==> src/rtl/id_ex_stage.sv <==
`default_nettype none
// ============================================================================
// Module      : id_ex_stage
// Description : ID/EX pipeline register of the 64-bit RISC-V core. Holds one
//               decoded instruction, forwards operands from EX/MEM and MEM/WB,
//               inserts load-use bubbles, honours branch flush and drives the
//               ALU operand/opcode inputs directly.
//               Optional feature macro: ID_EX_FORWARDING_EN (bypass, operand
//               refresh and load-use detection). Without it the stage is a
//               plain one-entry buffer and decode resolves all RAW hazards.
// Revision    : 1.0 - initial release
// ============================================================================
module id_ex_stage #(
    parameter int XLEN = 64
) (
    input  logic            clk,
    input  logic            rst_n,

    input  logic            in_valid,
    output logic            in_ready,
    input  logic [XLEN-1:0] in_pc,
    input  logic [XLEN-1:0] in_rs1_data,
    input  logic [XLEN-1:0] in_rs2_data,
    input  logic [XLEN-1:0] in_imm,
    input  logic [4:0]      in_rs1_addr,
    input  logic [4:0]      in_rs2_addr,
    input  logic [4:0]      in_rd_addr,
    input  logic [3:0]      in_alu_control,
    input  logic            in_alu_src,
    input  logic            in_op1_pc,
    input  logic            in_reg_write,
    input  logic            in_mem_read,
    input  logic            in_mem_write,

    input  logic            flush,

    input  logic            exmem_reg_write,
    input  logic            exmem_mem_read,
    input  logic [4:0]      exmem_rd_addr,
    input  logic [XLEN-1:0] exmem_result,
    input  logic            memwb_reg_write,
    input  logic [4:0]      memwb_rd_addr,
    input  logic [XLEN-1:0] memwb_result,

    output logic            out_valid,
    input  logic            out_ready,
    output logic [XLEN-1:0] alu_input1,
    output logic [XLEN-1:0] alu_input2,
    output logic [3:0]      alu_control,
    output logic [XLEN-1:0] out_store_data,
    output logic [XLEN-1:0] out_pc,
    output logic [4:0]      out_rd_addr,
    output logic            out_reg_write,
    output logic            out_mem_read,
    output logic            out_mem_write,
    output logic            load_use_stall
);

    // Held instruction
    logic            r_valid;
    logic [XLEN-1:0] r_pc;
    logic [XLEN-1:0] r_rs1_data;
    logic [XLEN-1:0] r_rs2_data;
    logic [XLEN-1:0] r_imm;
    logic [4:0]      r_rs1_addr;
    logic [4:0]      r_rs2_addr;
    logic [4:0]      r_rd_addr;
    logic [3:0]      r_alu_control;
    logic            r_alu_src;
    logic            r_op1_pc;
    logic            r_reg_write;
    logic            r_mem_read;
    logic            r_mem_write;

    logic [XLEN-1:0] w_fwd_rs1;
    logic [XLEN-1:0] w_fwd_rs2;
    logic            w_stall;
    logic            w_consume;
    logic            w_accept;

`ifdef ID_EX_FORWARDING_EN
    // Bypass select: EX/MEM beats MEM/WB; x0 is never a forwarding target
    always_comb begin
        w_fwd_rs1 = r_rs1_data;
        w_fwd_rs2 = r_rs2_data;
        if (exmem_reg_write && exmem_rd_addr == r_rs1_addr && r_rs1_addr != 5'd0)
            w_fwd_rs1 = exmem_result;
        else if (memwb_reg_write && memwb_rd_addr == r_rs1_addr && r_rs1_addr != 5'd0)
            w_fwd_rs1 = memwb_result;
        if (exmem_reg_write && exmem_rd_addr == r_rs2_addr && r_rs2_addr != 5'd0)
            w_fwd_rs2 = exmem_result;
        else if (memwb_reg_write && memwb_rd_addr == r_rs2_addr && r_rs2_addr != 5'd0)
            w_fwd_rs2 = memwb_result;
    end

    // A load in EX/MEM cannot supply data yet, so hold the consumer one bubble
    assign w_stall = r_valid && exmem_mem_read && exmem_rd_addr != 5'd0 &&
                     (exmem_rd_addr == r_rs1_addr || exmem_rd_addr == r_rs2_addr);
`else
    assign w_fwd_rs1 = r_rs1_data;
    assign w_fwd_rs2 = r_rs2_data;
    assign w_stall   = 1'b0;
`endif

    assign out_valid = r_valid && !w_stall;
    assign w_consume = out_valid && out_ready;
    assign in_ready  = !r_valid || w_consume;
    assign w_accept  = in_valid && in_ready;

    // Entry capture, flush/consume retirement and operand refresh while held
    always_ff @(posedge clk) begin
        if (!rst_n) begin
            r_valid       <= 1'b0;
            r_pc          <= '0;
            r_rs1_data    <= '0;
            r_rs2_data    <= '0;
            r_imm         <= '0;
            r_rs1_addr    <= 5'd0;
            r_rs2_addr    <= 5'd0;
            r_rd_addr     <= 5'd0;
            r_alu_control <= 4'd0;
            r_alu_src     <= 1'b0;
            r_op1_pc      <= 1'b0;
            r_reg_write   <= 1'b0;
            r_mem_read    <= 1'b0;
            r_mem_write   <= 1'b0;
        end else begin
`ifdef ID_EX_FORWARDING_EN
            // Latch forwarded values so they survive the producer retiring
            if (r_valid && !w_consume) begin
                r_rs1_data <= w_fwd_rs1;
                r_rs2_data <= w_fwd_rs2;
            end
`endif
            if (flush) begin
                r_valid <= 1'b0;
            end else if (w_accept) begin
                r_valid       <= 1'b1;
                r_pc          <= in_pc;
                r_rs1_data    <= in_rs1_data;
                r_rs2_data    <= in_rs2_data;
                r_imm         <= in_imm;
                r_rs1_addr    <= in_rs1_addr;
                r_rs2_addr    <= in_rs2_addr;
                r_rd_addr     <= in_rd_addr;
                r_alu_control <= in_alu_control;
                r_alu_src     <= in_alu_src;
                r_op1_pc      <= in_op1_pc;
                r_reg_write   <= in_reg_write;
                r_mem_read    <= in_mem_read;
                r_mem_write   <= in_mem_write;
            end else if (w_consume) begin
                r_valid <= 1'b0;
            end
        end
    end

    assign alu_input1     = r_op1_pc  ? r_pc  : w_fwd_rs1;
    assign alu_input2     = r_alu_src ? r_imm : w_fwd_rs2;
    assign out_store_data = w_fwd_rs2;
    assign out_pc         = r_pc;
    assign out_rd_addr    = r_rd_addr;
    assign alu_control    = r_valid ? r_alu_control : 4'd0;
    assign out_reg_write  = r_valid && r_reg_write;
    assign out_mem_read   = r_valid && r_mem_read;
    assign out_mem_write  = r_valid && r_mem_write;
    assign load_use_stall = w_stall;

endmodule
`default_nettype wire

==> config.mk <==
export PLATFORM = sky130hd
export DESIGN_NAME = id_ex_stage
export DESIGN_NICKNAME = d
export VERILOG_FILES = /design/src/rtl/id_ex_stage.sv
export SDC_FILE = /design/constraint.sdc
export NUM_CORES = 1
export LEC_CHECK = 0
export ABC_AREA = 1
export CAP_MARGIN = 25
export CORE_AREA = 2 2 269 271
export CTS_CLUSTER_DIAMETER = 30
export DETAILED_ROUTE_END_ITERATION = 12
export DIE_AREA = 0 0 271 273
export SKIP_CTS_REPAIR_TIMING = 1
export SLEW_MARGIN = 10
export SYNTH_ARGS = -nofsm -noshare
export SYNTH_HDL_FRONTEND = slang
export SYNTH_SLANG_ARGS = --single-unit
export TNS_END_PERCENT = 20
==> constraint.sdc <==
create_clock -name clk -period 3.1 [get_ports clk]
set_input_delay 0.93 -clock clk [delete_from_list [all_inputs] [get_ports clk]]
set_output_delay 0.93 -clock clk [all_outputs]
set_load 0.05 [all_outputs]
==> run summary <==
outcome - complete, no violations
syn avg cell area - 7.01 um^2
Slew @ Worst Pin - 0.696 ns
total core area - 71000 um^2
Die Ht - 273 um
IO Pins - 697
port bufs - 544
initial antenna violation count - 3
Max Slew Vio Count - 0
Final period util - 96.1%
total wire length - 52200 um
Setup crit start kind - flop
Lkg Pwr - 10.5 nW
WS Path Type - reg2out
Crit Path Max Fanout - 10
post-synth cell types - 17
Arrival @ worst endpoint - 2.05 ns
drc violations - 0
Critical Path RT - 2.17 ns
clk sinks - 271
DRT iter0 DRCs - 729
root buffer cell - clkbuf_16
die area - 74000 um^2
leading area contributor after synthesis - dfxtp_1
Clk pin slew, worst setup/hold paths - 0.04 ns
Pre-antenna DRT Iters - 5
fin area - 22500 um^2
Yosys warning count - 0
Rel. slew slack - 53.6%
pre-CTS setup slack - 0.350 ns
Net Count, Synth - 2361
unrepaired setup endpoints after global routing - no
total of max-cap violations - 0
initial core utilization - 19.1%
Total Routing Usage GR - 13.4%
Setup WS post-layout - 0.121 ns
TritonCTS clock tree - yes
Routed wire per std cell - 15.1 um
H-tree levels - 3
final weighted congestion in routability-driven placement - 0.839
Final nets - 2876
Period minus WS final - 2.98 ns
Hold Fails Final Rpt - 0
post-synthesis instance total - 1935
Bufs on Longest Clock Path - 3
Placed Area - 19700 um^2
Area Growth Syn to Fin - 66.2%
number of antenna-violating nets in the routed design - 0
PD cells - 677 nW/um^2
clk_lat worst skew - 0.60 ns
fmax - 336 MHz
Power Total - 15.2 mW
Layout Skew - 0.0300 ns
Setup Viol. Count Final - 0
synth top area cells - dfxtp_1 (40%), mux2_2 (11%), a21oi_1 (10%)
worst vdd ir - 0.404 mV
pin count of the biggest net entering global routing - 88
synthesis-stage register bit count - 271
total gr overflow - 0
vias in the first global route - 13400
worst min path class - reg2reg
global-route wire length before repair - 78100 um
ant diodes - 0
hpwl dp - 36800 um
Worst setup EP type - output pin
post-synthesis cell area - 13600 um^2
Vias - 14200
sequential-to-total area share from yosys stat - 40.0%
post-synth top area share - 40.0%
cts bufs inserted - 79
via/cell ratio - 4.10
layout cells sized above 1 - 18.0%
die width - 271 um
row count - 98
-- flip-flops by register name, summed over array words and instances (netlist names) --
register / flops
r_alu_control: 4
r_imm: 64
out_valid: 1
out_store_data: 64
out_rd_addr: 5
r_alu_src: 1
r_mem_read: 1
r_op1_pc: 1
r_reg_write: 1
r_mem_write: 1
out_pc: 64
r_rs1_data: 64
-- metrics by stage --
| stage | hold WS, ns | TNS [ns] | instances | utilization, % |
|---|---|---|---|---|
| after floorplan | 0.446 | 0 | 1935 | - |
| after global placement | 0.455 | 0 | 3318 | 27.7 |
| after detailed placement | 0.463 | 0 | 3318 | 27.7 |
| after CTS | 0.474 | -1.16 | 3462 | 31.7 |
| after global routing | 0.490 | 0 | 3463 | 31.7 |
| final | 0.471 | 0 | 3463 | 31.7 |
-- power by group --
group          switching [mW]  total, mW  internal (mW)
sequential              0.185       3.93           3.74
combinational            1.72       2.83           1.11
clock                    2.50       8.48           5.98
total                    4.41       15.2           10.8
-- final timing paths --
kind,from,end,slack [ns],cells after the start
hold reg to reg,r_imm[33],r_imm[33],0.47,2
setup reg to reg,out_valid,r_imm[24],1.44,6
setup / recovery,out_valid,alu_control[3],0.12,3
hold / removal,r_imm[33],r_imm[33],0.47,2
-- synth_stat cells, drive strengths merged --
master	instances
inv	280
nand2	278
a21oi	271
dfxtp	271
nor2	271
nand3	270
buf	153
mux2	128
clkbuf	11
conb	1
nor3	1
-- layer usage --
| metal | up-vias | GRT usage, % | part of all wire, % | wire length (um) |
|---|---|---|---|---|
| met5 | - | 0 | 0.052 | 27 |
| met4 | 4 | 4.73 | 2.4 | 1250 |
| met3 | 85 | 5.21 | 9.5 | 4930 |
| met2 | 532 | 21.4 | 45 | 23300 |
| met1 | 6403 | 16.5 | 43 | 22700 |
| li1 | 7173 | - | - | - |
-- final cells by class --
cell class	instances	area, um^2
Timing Repair Buffer	598	5760
Clock buffer	109	2290
Sequential cell	271	5430
Tap cell	950	1190
Fill cell	7577	48500
Multi-Input combinational cell	1220	6250
Inverter	280	1050
Clock inverter	35	547
-- cell usage in the layout (no fill, tap or decap), types with 2 or more instances in the layout --
master           count
clkdlybuf4s50_1    412
inv_1              279
nand2_1            277
a21oi_1            271
nand3_1            270
nor2_1             270
dfxtp_1            268
buf_4              165
mux2_2             128
clkbuf_16           80
clkbuf_8            18
buf_12              18
clkinv_2            14
clkbuf_1            11
bufinv_16           10
clkinv_16            3
inv_6                2
clkinv_4             2
clkinvlp_4           2
dfxtp_4              2
-- worst max-delay path, stage by stage (launching register included) --
cell and delay (ns):
dfxtp_2 0.52, nand2_1 0.10, inv_1 0.06, clkdlybuf4s50_1 0.79
-- cell families after synthesis --
group / Yosys count / synth area share (%)
and+or+nand+nor: 820 / 25.4
muxes: 128 / 10.6
buffers and inverters: 444 / 13.9
AOI/OAI and AO/OA: 271 / 10.0
DFF: 271 / 40.0
other: 1 / 0.0277
Power figures use the tool's default switching activity.
